$ cat src/rtl/mux_pkg.sv
// Shared mode encoding and default sizing for the scanning output mux.
package mux_pkg;

    typedef enum logic {
        MODE_MANUAL = 1'b0,
        MODE_SCAN   = 1'b1
    } mode_e;

    localparam int DEF_N_CH  = 8;
    localparam int DEF_WIDTH = 8;

endpackage

$ cat src/rtl/mux_rr_pick.sv
// Circular first-set search over a channel mask, starting at ptr.
module mux_rr_pick #(
    parameter int N_CH  = 8,
    parameter int SEL_W = $clog2(N_CH)
) (
    input  logic [SEL_W-1:0] ptr,
    input  logic [N_CH-1:0]  mask,
    output logic             found,
    output logic [SEL_W-1:0] idx
);

    int c;

    // Walk offsets from farthest to nearest so the nearest hit is written last and wins.
    always_comb begin
        found = 1'b0;
        idx   = '0;
        c     = 0;
        for (int i = N_CH - 1; i >= 0; i--) begin
            c = int'(ptr) + i;
            if (c >= N_CH) c = c - N_CH;
            if (mask[c]) begin
                found = 1'b1;
                idx   = SEL_W'(c);
            end
        end
    end

endmodule

$ cat src/rtl/mux_scan.sv
// Registered N-channel mux with manual select or round-robin scan, behind a valid/ready output register.
module mux_scan
    import mux_pkg::*;
#(
    parameter int N_CH  = DEF_N_CH,
    parameter int WIDTH = DEF_WIDTH,
    localparam int SEL_W = $clog2(N_CH)
) (
    input  logic                  clk,
    input  logic                  reset,
    input  logic [N_CH*WIDTH-1:0] in_bus,
    input  logic [SEL_W-1:0]      sel,
    input  logic                  mode,
    input  logic [N_CH-1:0]       ch_mask,
    input  logic                  out_ready,
    output logic [WIDTH-1:0]      out_data,
    output logic [SEL_W-1:0]      out_ch,
    output logic                  out_valid
);

    logic [SEL_W-1:0] ptr;
    logic             mode_prev;
    logic [SEL_W-1:0] search_ptr;
    logic             found;
    logic [SEL_W-1:0] idx;
    logic [WIDTH-1:0] man_data;
    logic [WIDTH-1:0] scan_data;
    logic             load;

    assign load = !out_valid || out_ready;

    // Entering scan mode restarts the search at channel 0.
    assign search_ptr = (mode == MODE_SCAN && mode_prev == MODE_MANUAL) ? '0 : ptr;

    mux_rr_pick #(.N_CH(N_CH), .SEL_W(SEL_W)) u_pick (
        .ptr   (search_ptr),
        .mask  (ch_mask),
        .found (found),
        .idx   (idx)
    );

    // Compare-based muxes so an out-of-range select yields zero instead of an out-of-bounds slice.
    always_comb begin
        man_data  = '0;
        scan_data = '0;
        for (int k = 0; k < N_CH; k++) begin
            if (sel == SEL_W'(k)) man_data  = in_bus[k*WIDTH +: WIDTH];
            if (idx == SEL_W'(k)) scan_data = in_bus[k*WIDTH +: WIDTH];
        end
    end

    always_ff @(posedge clk) begin
        if (reset) begin
            out_data  <= '0;
            out_ch    <= '0;
            out_valid <= 1'b0;
            ptr       <= '0;
            mode_prev <= MODE_MANUAL;
        end else begin
            mode_prev <= mode;
            if (load) begin
                if (mode == MODE_MANUAL) begin
                    out_data  <= man_data;
                    out_ch    <= sel;
                    out_valid <= 1'b1;
                end else if (found) begin
                    out_data  <= scan_data;
                    out_ch    <= idx;
                    out_valid <= 1'b1;
                    ptr       <= (idx == SEL_W'(N_CH - 1)) ? '0 : idx + 1'b1;
                end else begin
                    out_valid <= 1'b0;
                end
            end
        end
    end

endmodule

$ cat config.mk
export PLATFORM = sky130hd
export DESIGN_NAME = mux_scan
export DESIGN_NICKNAME = d
export VERILOG_FILES = /design/src/rtl/mux_pkg.sv /design/src/rtl/mux_rr_pick.sv /design/src/rtl/mux_scan.sv
export SDC_FILE = /design/constraint.sdc
export NUM_CORES = 1
export LEC_CHECK = 0
export ABC_AREA = 0
export BUFFER_PORTS_ARGS = -buffer_cell sky130_fd_sc_hd__buf_2
export CELL_PAD_IN_SITES_DETAIL_PLACEMENT = 1
export CELL_PAD_IN_SITES_GLOBAL_PLACEMENT = 2
export CORE_ASPECT_RATIO = 0.9
export CORE_UTILIZATION = 33
export CTS_BUF_LIST = sky130_fd_sc_hd__clkbuf_8
export DETAILED_ROUTE_END_ITERATION = 10
export GPL_ROUTABILITY_DRIVEN = 0
export PLACE_DENSITY_LB_ADDON = 0.1
export SYNTH_ARGS = -nofsm -noshare
export SYNTH_HDL_FRONTEND = slang
export SYNTH_SLANG_ARGS = --single-unit
$ cat constraint.sdc
create_clock -name clk -period 7.5 [get_ports clk]
set_input_delay 1.125 -clock clk [delete_from_list [all_inputs] [get_ports clk]]
set_output_delay 1.125 -clock clk [all_outputs]
set_load 0.03 [all_outputs]
==> After elaboration in Yosys (flattened, before gate mapping) <==
Index checks and enable logic that the tools add are counted.
W data, S select, Z words.
{ "totals": {"elab_cells": 132, "in_bits": 79, "output_inout_bits": 12, "reg_bits": 16} }
{ "classes": {"addsub": 16, "n_bitwise": 1, "n_lt_le_gt_ge": 16, "n_reduce_logical": 7, "n_eq_ne": 15, "n_mux": 72} }
{ "ops": {"columns": ["op", "n"], "rows": [
  ["$lt A32 B5 Y1 const B", 8],
  ["$mux W32", 8],
  ["$ge A32 B5 Y1 const B", 7],
  ["$sub A32 B5 Y32 const B", 7],
  ["$mux W8", 18],
  ["$mux W3", 12],
  ["$mux W1", 26],
  ["$bmux W1 S3", 8],
  ["$eq A3 B3 Y1 const B", 8],
  ["$add A3 B3 Y4 const B", 4],
  ["$eq A3 B2 Y1 const B", 4],
  ["$add A3 B2 Y4 const B", 2],
  ["$eq A3 B1 Y1 const B", 2],
  ["$logic_not A3 Y1", 2],
  ["$sub A3 B4 Y5 const B", 1],
  ["$add A3 B1 Y4 const B", 1],
  ["$ge A3 B4 Y1 const B", 1],
  ["$add A3 B1 Y3 const B", 1],
  ["$reduce_and A3 Y1", 1],
  ["$ne A2 B1 Y1 const B", 1],
  ["$reduce_and A2 Y1", 1],
  ["$logic_and A1 B1 Y1", 1],
  ["$logic_not A1 Y1", 1],
  ["$logic_or A1 B1 Y1", 1],
  ["$not A1 Y1", 1]
]} }

==> Depth between registers and ports, before layout <==
Gate-level depths: netlist (run 1).
{ "depth": {"ltp_word": 28, "depth_mapped": 24, "ltp_nobuf": 21} }

==> By module <==
From an unflattened synthesis (run 1), not the netlist that was laid out.
{ "hier_totals": {"hier_cells": 379, "area_unflattened_um2": 2980.4} }
{ "by_module_without_submodules": {"columns": ["module", "area_each_um2", "cells_per_inst", "n_inst"], "rows": [
  ["mux_scan", 2198.4, 289, 1],
  ["mux_rr_pick", 782.0, 90, 1]
]} }

==> Worst setup path before layout (run 1) <==
No wires, ideal clock.
{ "synth_timing": {"path_kind": "input port to flip-flop", "startpoint": "in mode", "endpoint": "reg out_data[6]", "setup_slack_ns": 2.180, "cell_stages": 21, "setup_ns": 0.134, "n_path_buf": 3, "arrival_ns": 5.187, "cell_sequence": "buf_6 -> nor2b_4 -> buf_6 -> nor2_1 -> inv_2 -> ha_1 -> a21boi_1 -> nor2_2 -> mux4_2 -> a2111oi_2 -> inv_1 -> a31o_2 -> and2_1 -> ha_1 -> clkbuf_1 -> nor3_1 -> nand2_1 -> nand3_1 -> a21oi_1 -> a221oi_1 -> o22ai_1"} }
{ "synth_via": {"elab_chain_cells": 27, "elab_cells_between_ends": 93, "classes_between": "15 x add/sub; 8 x order compare; 8 x eq/ne; 59 x mux; 3 x reduce/logical"} }
{ "synth_rtl": {"columns": ["element", "line_no", "text"], "rows": [
  ["start: declaration", "mux_scan.sv:13", "input logic mode,"],
  ["$logic_and A1 B1 Y1", "mux_scan.sv:33", "assign search_ptr = (mode == MODE_SCAN && mode_prev == MODE_MANUAL) ? '0 : ptr;"],
  ["$mux W3", "mux_scan.sv:33", null],
  ["$add A3 B3 Y4", "mux_rr_pick.sv:20", "c = int'(ptr) + i;"],
  ["$sub A32 B5 Y32 / $ge A32 B5 Y1 (equally long branches)", "mux_rr_pick.sv:21", "if (c >= N_CH) c = c - N_CH;"],
  ["$mux W32", "mux_rr_pick.sv:21", null],
  ["$bmux W1 S3", "mux_rr_pick.sv:22", "if (mask[c]) begin"],
  ["$mux W1 (not written as such) (2 in a row)", "mux_rr_pick.sv:22", null],
  ["$mux W3 (8 in a row)", "mux_rr_pick.sv:22", null],
  ["$logic_not A3 Y1", "mux_scan.sv:48", "if (idx == SEL_W'(k)) scan_data = in_bus[k*WIDTH +: WIDTH];"],
  ["$mux W8 (8 in a row)", "mux_scan.sv:48", null],
  ["$mux W8", "mux_scan.sv:66", "end else if (found) begin"],
  ["$mux W8", "mux_scan.sv:62", "if (mode == MODE_MANUAL) begin"],
  ["end signal: assignment", "mux_scan.sv:63", "out_data <= man_data;"],
  ["end signal: assignment", "mux_scan.sv:67", "out_data <= scan_data;"],
  ["end: declaration", "mux_scan.sv:16", "output logic [WIDTH-1:0] out_data,"]
]} }
Several ways; a longest one is shown, not always the timed one. The select of a mux whose other input is x is not followed.
A chain may end at the register's enable or synchronous reset.

==> Final worst setup path (run 1) <==
{ "layout_timing": {"startpoint": "in mode", "endpoint": "reg out_data[5]"} }
Same word-level chain as after synthesis.

==> out/results.ini, run 1 <==
[run_status]
outcome = finished clean

[floorplanning]
die_area_um2 = 9810
rows = 33
io-pin-count = 91
coreArea_um2 = 9130
start_util = 0.340
fp.dieW_um = 104
die_h_um = 94.1

[timing]
setup_tns_ns = 0
finalHoldViolCount = 0
setup_viol = 0
hold_ws_ns = 0.485
period_needed_ns = 6.22
period_share = 0.829
max_freq_mhz = 161
finalMaxSlewViolations = 0
relSlewSlack = 0.372
worst_slew_pin_slew_ns = 0.941
rsz0062_at_grt = false
worst_clock_skew_ns = 0.00214

[final_layout]
nets = 552
fillers = 1151
antenna_cells = 0
layout_common_cells = 90 x buf_2, 44 x nand2_1, 30 x nor2_1
layout-drive-gt1-share = 0.305
area_growth_pct = 16.1
final_common_cell = buf_2

[global_route]
use_met2 = 0.411
grt_max_degree = 29
grt_use_total = 0.250
use_met1 = 0.362
grt_pass1_wl_um = 19300
busiest_layer = met2
grt-ovfl-total = 0
grt_pass1_vias = 3495
grt_util_met3 = 0.0319
antenna_found_initial = 0

[setup_path]
crit_path_start_kind = primary input
path_class = in2reg
crit_path_end_kind = flip-flop
reg2reg_slack_ns = 1.68
cp.arrival_ns = 6.40
crit_fanout = 21
rr_startpoint = ptr[1]
r2r_end = out_data[5]
max_stage_delay_ns = 0.56
slowest_stage = nor3b_1
worstPathRequired_ns = 7.68
r2r_cells = 20
startpoint = mode
path_cells = buf_2 -> nor2b_4 -> nor2_1 -> inv_2 -> ha_1 -> nor2b_1 -> a2111oi_2 -> nor3b_1 -> nor2_1 -> o21ai_0 -> a21o_1 -> a31o_2 -> and2_1 -> ha_1 -> clkinv_1 -> nand2_1 -> o22ai_1 -> o21ai_0 -> mux2i_1 -> a211o_1 -> o22ai_1

[pwr]
switching_power_uw = 990
leakage_nw = 1.44
p_int_uw = 712
seqPwrFrac = 0.085
peakVddDrop_mv = 0.217
switching_share = 0.581
p_comb_frac = 0.866
cellPowerDensity_nw_per_um2 = 472
clockPowerShare = 0.050

[synth]
synth_edf_count = 0
synth-adder-area-share = 0.0242
synth_xor_area_frac = 0.00564
synthMuxAreaShare = 0.183
synth_cell_type_count = 73
yosys_warnings = 0
ys_async_sr_fraction = 0
synthCells = 402
synth_top_family_by_area = compound AO/OA/AOI/OAI gates
yosys.area_share.simple = 0.232
ys_ff_latch = 16
yosysSeqAreaShare = 0.103
synth_ff_type = dfxtp_1
syn_nets = 487
synth_compound_area_frac = 0.374
avgSynthCellArea_um2 = 7.73
synth_area_um2 = 3110

[cts]
clk_pin_slew_ns = 0.08
htree_num_levels = 1
cts_tree = yes
clockRootBuffer = clkbuf_8
insertion_delay_ns = 0.26
cts_hold_buf = 0
cts_buffers = 3
clock_sinks = 16
post_cts_resized = 0
clock_path_buffers = 2
post-cts-setup-buffers = 0

[worst_hold_path]
hold_end = out_ch[0]
hold_depth = 2
hold_path_startpoint = out_ch[0]
hold_path_class = reg2reg

[placed_design]
port_buffers = 90
dp_hpwl_um = 9740

[routing]
drt-vias-per-instance = 6.11
totalWireLength_um = 12400
drtPass1Iterations = 4
drtAntennaViolNets = 0
num_vias = 3593
route.detailed.drc = 0
drt_iter0_drc = 171
avgRoutedWirePerCell_um = 21.2

[flow_run]
drv_cap = 0

## metrics by stage
| step | std cells | area (um^2) | power [mW] | utilization | worst slack, ns |
|---|---|---|---|---|---|
| 6_report | 588 | 3610 | 1.70 | 0.395 | 1.28 |
| 2_1_floorplan | 402 | 3110 | 1.26 | - | 2.18 |
| 5_1_grt | 588 | 3610 | 1.86 | 0.395 | 0.833 |
| 4_1_cts | 588 | 3610 | 1.70 | 0.395 | 1.29 |
| 3_3_place_gp | 584 | 3550 | 1.58 | 0.389 | 1.29 |
| 3_5_place_dp | 584 | 3550 | 1.61 | 0.389 | 1.05 |
## state kept, by name (all words and copies together) (netlist names)
register / count
out_data: 8
out_ch: 3
ptr: 3
mode_prev: 1
out_valid: 1
## routing by layer
layer  wire (um)  up-vias
li1            -     1715
met5           0        -
met2        5750       95
met3         510        0
met1        6180     1783
met4           0        0
## critical path: cells and delay by family
family	cells	cell delay, ns
simple gates	7	2.09
compound gates	8	1.36
fa+ha+maj	2	0.89
buf+inv	3	0.81
mux	1	0.10
## how the worst max path moves through the flow
| stage | end | cells after the start |
|---|---|---|
| floorplan | out_data[6] | 21 |
| finish | out_data[5] | 21 |
| detailed placement | out_data[7] | 21 |
| CTS | out_data[7] | 21 |
| global route | out_data[3] | 21 |
| global placement | out_data[7] | 19 |
## kinds of logic (layout without fill, tap and decap cells)
logic type	count (synthesis)	in the layout
mux	37	37
compound gates	149	149
flops	16	16
fa+ha+maj	6	6
xor+xnor	2	2
buf+inv	50	114
simple gates	142	142
## cell type report
type | instances | area (um^2) | area share
clock buffer | 4 | 55.1 | 0.0153
tap | 122 | 153 | 0.0423
timing repair buffer | 92 | 465 | 0.129
inverter | 18 | 67.6 | 0.0187
multi-input combinational | 336 | 2550 | 0.706
sequential | 16 | 320 | 0.0888
## synthesized netlist by cell type (4+ instances only)
master     n  area (um^2)
nand2_1   44          165
nor2_1    30          113
o21ai_0   22          110
a21oi_1   21          105
nand3_1   20          100
dfxtp_1   16          320
mux4_2    15          338
o22ai_1   14         87.6
mux2i_1   13          130
clkbuf_1  12         45.0
inv_1     11         41.3
a221oi_1  10         87.6
a211o_1    9         78.8
a221o_1    9         90.1
mux2_2     9          101
nand3b_1   8         60.1
o211ai_1   8         60.1
a22oi_1    7         52.6
nor2b_1    7         43.8
buf_2      6         30.0
buf_4      6         45.0
ha_1       6         75.1
nor3b_1    6         45.0
buf_1      5         18.8
inv_2      5         18.8
a211oi_1   4         30.0
a31oi_1    4         25.0
and2_1     4         25.0
o221ai_1   4         35.0
## power by group through the flow
stage	logic, mW	registers [mW]	clock network (mW)
floorplan	1.10	0.160	0
global placement	1.44	0.145	0
detailed placement	1.46	0.145	0
CTS	1.47	0.143	0.0873
global route	1.63	0.148	0.0899
finish	1.47	0.144	0.0845
(Power assumes the default switching activity.)
==> inputs of run 2 (changes only) <==
--- a/config.mk
+++ b/config.mk
@@ -10,7 +10,7 @@
 export CELL_PAD_IN_SITES_DETAIL_PLACEMENT = 1
 export CELL_PAD_IN_SITES_GLOBAL_PLACEMENT = 2
 export CORE_ASPECT_RATIO = 0.9
-export CORE_UTILIZATION = 33
+export CORE_UTILIZATION = 30
 export CTS_BUF_LIST = sky130_fd_sc_hd__clkbuf_8
 export DETAILED_ROUTE_END_ITERATION = 10
 export GPL_ROUTABILITY_DRIVEN = 0
==> constraint.sdc (replaced) <==
create_clock -name clk -period 5.83 [get_ports clk]
set_input_delay 0.8745 -clock clk [delete_from_list [all_inputs] [get_ports clk]]
set_output_delay 0.8745 -clock clk [all_outputs]
set_load 0.03 [all_outputs]
==> out/results.ini, run 2 (synthesized netlist as in run 1, its figures left out) <==
[timing]
setup_tns_ns = 0  ; unchanged
setup_viol = 0  ; unchanged
relSlewSlack = 0.460  ; was 0.372
finalHoldViolCount = 0  ; unchanged
final.setup.worst_slack_ns = 0.677  ; was 1.28 ns
max_freq_mhz = 194
hold_ws_ns = 0.478  ; was 0.485 ns
period_share = 0.884
rsz0062_at_grt = false  ; unchanged
finalMaxSlewViolations = 0  ; unchanged
period_needed_ns = 5.15
worst_slew_pin_slew_ns = 0.807  ; was 0.941 ns
worst_clock_skew_ns = 0.00235  ; was 0.00214 ns

[placed_design]
dp_hpwl_um = 10400  ; was 9740 um
dp_slack_ns = 0.414  ; was 1.05 ns
port_buffers = 90  ; unchanged
place_inst = 605  ; was 584

[setup_path]
worstPathRequired_ns = 6.01  ; was 7.68 ns
path_class = in2reg  ; unchanged
cp.arrival_ns = 5.33  ; was 6.40 ns
startpoint = mode  ; unchanged
crit_path_end_kind = flip-flop  ; unchanged
crit_fanout = 9  ; was 21
crit_path_start_kind = primary input  ; unchanged
rr_startpoint = mode_prev  ; was ptr[1]

[final_layout]
layout_common_cells = 90 x buf_2, 44 x nand2_1, 30 x nor2_1  ; unchanged
largestRegisters = out_data x8, out_ch x3, ptr x3  ; unchanged
nets = 569  ; was 552
fin_cells = 609  ; was 588
antenna_cells = 0  ; unchanged
final_common_cell = buf_2  ; unchanged
largest_reg_flops = 8  ; unchanged
final_util = 0.379  ; was 0.395
area_growth_pct = 20.4  ; was 16.1%
top_register = out_data  ; unchanged
layout-drive-gt1-share = 0.329  ; was 0.305

[pwr]
p_int_mw = 1.04  ; was 712 uW
p_comb_frac = 0.880  ; was 0.866
switching_share = 0.561  ; was 0.581
cellPowerDensity_nw_per_um2 = 631  ; was 472 nW/um^2
peakVddDrop_mv = 0.228  ; was 0.217 mV
switching_power_mw = 1.32  ; was 990 uW
leakage_nw = 1.52  ; was 1.44 nW
clockPowerShare = 0.044  ; was 0.050
seqPwrFrac = 0.076  ; was 0.085

[cts]
insertion_delay_ns = 0.26  ; about the same
clock_path_buffers = 2  ; unchanged
cts_buffers = 3  ; unchanged
htree_num_levels = 1  ; unchanged
clk_pin_slew_ns = 0.07  ; was 0.08 ns
clock_sinks = 16  ; unchanged
cts_tree = yes  ; unchanged
clockRootBuffer = clkbuf_8  ; unchanged
cts_hold_buf = 0  ; unchanged
post-cts-setup-buffers = 0  ; unchanged
post_cts_resized = 0  ; unchanged

[floorplanning]
start_util = 0.315  ; was 0.340
fp.dieW_um = 109  ; was 104 um
rows = 34  ; was 33
io-pin-count = 91  ; unchanged
die_area_um2 = 10800  ; was 9810 um^2
die_h_um = 98.5  ; was 94.1 um
coreArea_um2 = 9870  ; was 9130 um^2

[global_route]
grt_use_total = 0.242  ; was 0.250
grt_max_degree = 28  ; was 29
grt_pass1_wl_um = 20300  ; was 19300 um
grt-ovfl-total = 0  ; unchanged
antenna_found_initial = 0  ; unchanged
grt_pass1_vias = 3724  ; was 3495

[worst_hold_path]
hold_path_class = reg2reg  ; unchanged
hold_path_startpoint = out_ch[0]  ; unchanged

[routing]
drtPass1Iterations = 6  ; was 4
drt_iter0_drc = 182  ; was 171
route.detailed.drc = 0  ; unchanged
avgRoutedWirePerCell_um = 20.9  ; was 21.2 um
num_vias = 3682  ; was 3593
totalWireLength_um = 12800  ; was 12400 um
drt-vias-per-instance = 6.05  ; was 6.11
drtAntennaViolNets = 0  ; unchanged

[flow_run]
drv_cap = 0  ; unchanged

[run_status]
outcome = finished clean  ; unchanged

==> run 2: changes by cell type in the layout (fill, tap and decap cells not counted) <==
cell / delta
buf_4: +17
==> run 2: layer usage <==
layer / vias to the layer above / GRT usage / routed length, um
met2: 106 / 0.373 / 5760
li1: 1743 / - / -
met4: 0 / 0.0195 / 38
met5: - / 0 / 0
met3: 6 / 0.0311 / 626
met1: 1827 / 0.368 / 6340
==> run 2: worst paths after layout <==
path	to	slack, ns	cells past startpoint
max reg2reg	out_data[0]	1.16	19
min reg2reg	out_ch[0]	0.48	2
min	out_ch[0]	0.48	2
max	out_data[0]	0.68	20
==> run 2: critical path, stage by stage <==
cell	delay (ns)
buf_2	0.18
nor2b_4	0.15
nor2_1	0.24
inv_2	0.11
ha_1	0.28
a21boi_1	0.20
nor2_2	0.30
mux4_2	0.57
a2111oi_2	0.41
inv_1	0.10
a31o_2	0.23
and2_1	0.18
ha_1	0.27
nand2_1	0.26
buf_4	0.17
o22ai_1	0.07
o21ai_0	0.15
mux2i_1	0.09
a211o_1	0.31
o22ai_1	0.17
==> run 2: per-stage QoR <==
stage	power, mW	area [um^2]
finish	2.36	3740
CTS	2.37	3740
global placement	2.21	3680
floorplan	1.62	3110
detailed placement	2.25	3680
global route	2.58	3740
==> run 2: power groups by stage <==
| stage | Sequential, mW | Combinational (mW) | Clock (mW) |
|---|---|---|---|
| floorplan | 0.206 | 1.41 | 0 |
| global placement | 0.178 | 2.03 | 0 |
| detailed placement | 0.179 | 2.07 | 0 |
| CTS | 0.177 | 2.08 | 0.111 |
| global route | 0.182 | 2.28 | 0.115 |
| finish | 0.178 | 2.08 | 0.105 |
==> run 2: final cells by class <==
| class | instances | area (um^2) |
|---|---|---|
| multi-input cells | 336 | 2550 |
| repair buffers | 109 | 593 |
| well taps | 126 | 158 |
| clock buffers | 4 | 55.1 |
| fillers | 1260 | 6130 |
| inverters | 18 | 67.6 |
| flip-flops and latches | 16 | 320 |
==> inputs of run 3 (changes only) <==
--- a/config.mk
+++ b/config.mk
@@ -10,7 +10,7 @@
 export CELL_PAD_IN_SITES_DETAIL_PLACEMENT = 1
 export CELL_PAD_IN_SITES_GLOBAL_PLACEMENT = 2
 export CORE_ASPECT_RATIO = 0.9
-export CORE_UTILIZATION = 30
+export CORE_UTILIZATION = 33
 export CTS_BUF_LIST = sky130_fd_sc_hd__clkbuf_8
 export DETAILED_ROUTE_END_ITERATION = 10
 export GPL_ROUTABILITY_DRIVEN = 0
==> constraint.sdc (replaced) <==
create_clock -name clk -period 6.45 [get_ports clk]
set_input_delay 0.9675 -clock clk [delete_from_list [all_inputs] [get_ports clk]]
set_output_delay 0.9675 -clock clk [all_outputs]
set_load 0.03 [all_outputs]
==> out/results.ini, run 3 (synthesized netlist as in run 1, its figures left out) <==
[run_status]
outcome = finished clean  ; unchanged

[final_layout]
multi_input_area_um2 = 2550  ; unchanged
largest_reg_flops = 8  ; unchanged
largestRegisters = out_data x8, out_ch x3, ptr x3  ; unchanged
seqCellArea_um2 = 320  ; unchanged
layout_common_cells = 90 x buf_2, 44 x nand2_1, 30 x nor2_1  ; unchanged
fillers = 1162  ; was 1260
layout-drive-gt1-share = 0.316  ; was 0.329
top_register = out_data  ; unchanged
nets = 560  ; was 569
final_common_cell = buf_2  ; unchanged
antenna_cells = 0  ; unchanged
area_growth_pct = 18.0  ; was 20.4%

[timing]
worst_slew_pin_slew_ns = 0.935  ; was 0.807 ns
relSlewSlack = 0.376  ; was 0.460
worst_clock_skew_ns = 0.00184  ; was 0.00235 ns
period_share = 0.851
finalHoldViolCount = 0  ; unchanged
setup_tns_ns = 0  ; unchanged
max_freq_mhz = 182
finalMaxSlewViolations = 0  ; unchanged
period_needed_ns = 5.49
setup_viol = 0  ; unchanged
rsz0062_at_grt = false  ; unchanged

[floorplanning]
die_area_um2 = 9810  ; was 10800 um^2
io-pin-count = 91  ; unchanged
die_h_um = 94.1  ; was 98.5 um
start_util = 0.340  ; was 0.315
fp.dieW_um = 104  ; was 109 um
coreArea_um2 = 9130  ; was 9870 um^2
rows = 33  ; was 34

[global_route]
grt-ovfl-total = 0  ; unchanged
grt_max_degree = 29  ; was 28
grt_pass1_vias = 3563  ; was 3724
grt_pass1_wl_um = 19200  ; was 20300 um
grt_use_total = 0.248  ; was 0.242
antenna_found_initial = 0  ; unchanged

[cts]
post_cts_resized = 0  ; unchanged
cts_tree = yes  ; unchanged
clockRootBuffer = clkbuf_8  ; unchanged
post-cts-setup-buffers = 0  ; unchanged
clk_pin_slew_ns = 0.07  ; about the same
clock_path_buffers = 2  ; unchanged
cts_buffers = 3  ; unchanged
insertion_delay_ns = 0.26  ; about the same
cts_hold_buf = 0  ; unchanged
clock_sinks = 16  ; unchanged
htree_num_levels = 1  ; unchanged

[pwr]
cellPowerDensity_nw_per_um2 = 559  ; was 631 nW/um^2
peakVddDrop_mv = 0.199  ; was 0.228 mV
clockPowerShare = 0.047  ; was 0.044
switching_share = 0.572  ; was 0.561
power_mw = 2.05  ; was 2.36 mW
switching_power_mw = 1.17  ; was 1.32 mW
seqPwrFrac = 0.082  ; was 0.076
p_comb_frac = 0.872  ; was 0.880
p_int_uw = 877  ; was 1.04 mW
leakage_nw = 1.48  ; was 1.52 nW

[setup_path]
path_class = reg2reg  ; was in2reg
cp.arrival_ns = 5.65  ; was 5.33 ns
crit_path_start_kind = flip-flop  ; was primary input
reg2reg_slack_ns = 0.96  ; was 1.16 ns
startpoint = ptr[1]  ; was mode
path_buf_inv = 4  ; unchanged
rr_startpoint = ptr[1]  ; was mode_prev
max_stage_delay_ns = 0.94  ; was 0.57 ns
path_cells = inv_2 -> nor2_1 -> inv_2 -> ha_1 -> nor2b_1 -> a221oi_1 -> nand3b_1 -> nand2_1 -> a2111oi_2 -> inv_1 -> a31o_2 -> and2_1 -> ha_1 -> clkinv_1 -> nand2_1 -> o221ai_1 -> nand3_1 -> a21oi_1 -> o211ai_1 -> o211a_1  ; was buf_2 -> nor2b_4 -> nor2_1 -> inv_2 -> ha_1 -> a21boi_1 -> nor2_2 -> mux4_2 -> a2111oi_2 -> inv_1 -> a31o_2 -> and2_1 -> ha_1 -> nand2_1 -> buf_4 -> o22ai_1 -> o21ai_0 -> mux2i_1 -> a211o_1 -> o22ai_1
slowest_stage = dfxtp_1  ; was mux4_2
worstPathRequired_ns = 6.61  ; was 6.01 ns
crit_path_end_kind = flip-flop  ; unchanged
critPathTopFamily = compound AO/OA/AOI/OAI gates  ; unchanged
crit_fanout = 25  ; was 9

[worst_hold_path]
hold_path_class = reg2reg  ; unchanged
hold_path_startpoint = out_ch[0]  ; unchanged

[flow_run]
drv_cap = 0  ; unchanged

[routing]
drtPass1Iterations = 4  ; was 6
drtAntennaViolNets = 0  ; unchanged
num_vias = 3666  ; was 3682
drt_iter0_drc = 214  ; was 182
route.detailed.drc = 0  ; unchanged
totalWireLength_um = 12300  ; was 12800 um
avgRoutedWirePerCell_um = 20.6  ; was 20.9 um
drt-vias-per-instance = 6.15  ; was 6.05

[placed_design]
dp_hpwl_um = 9820  ; was 10400 um
port_buffers = 90  ; unchanged

[run 3: stage by stage]
| step | utilization | worst slack, ns | area [um^2] | instances | hold slack (ns) |
|---|---|---|---|---|---|
| after global routing | 0.402 | 0.459 | 3670 | 596 | 0.548 |
| final | 0.402 | 0.961 | 3670 | 596 | 0.489 |
| after global placement | 0.396 | 0.878 | 3610 | 592 | 0.467 |
| after CTS | 0.402 | 1.05 | 3670 | 596 | 0.502 |
| after detailed placement | 0.396 | 0.848 | 3610 | 592 | 0.489 |
| after floorplan | - | 1.29 | 3110 | 402 | 0.601 |
[run 3: power by group through the flow]
stage               combinational [mW]  clock, mW  sequential, mW
floorplan                         1.27          0           0.187
global placement                  1.75          0           0.169
detailed placement                1.76          0           0.170
CTS                               1.77     0.0981           0.168
global route                      1.97      0.104           0.173
finish                            1.79     0.0960           0.167
[run 3: path summary, 6_finish.rpt]
path | depth (start not counted) | endpoint
worst max-delay path | 20 | out_data[4]
worst min-delay path | 2 | out_ch[0]
worst max register to register | 20 | out_data[4]
worst min register to register | 2 | out_ch[0]
[run 3: worst reg2reg max path: stages, from the launching register on]
cell,delay [ns]
dfxtp_1,0.94
inv_2,0.12
nor2_1,0.32
inv_2,0.13
ha_1,0.52
nor2b_1,0.08
a221oi_1,0.37
nand3b_1,0.19
nand2_1,0.25
a2111oi_2,0.40
inv_1,0.10
a31o_2,0.23
and2_1,0.18
ha_1,0.21
clkinv_1,0.16
nand2_1,0.25
o221ai_1,0.31
nand3_1,0.11
a21oi_1,0.18
o211ai_1,0.10
o211a_1,0.23
[run 3: area by class of cell]
type / count / share of cell area
Clock buffer: 4 / 0.0150
Inverter: 18 / 0.0184
Multi-Input combinational cell: 336 / 0.694
Sequential cell: 16 / 0.0873
Tap cell: 122 / 0.0416
Timing Repair Buffer: 100 / 0.143
[run 3: per-layer routing]
layer	GRT usage	routed length, um	up-vias
met4	0.0131	53	0
met2	0.409	5790	107
li1	-	-	1727
met1	0.362	5800	1828
met5	0	0	-
met3	0.0243	616	4
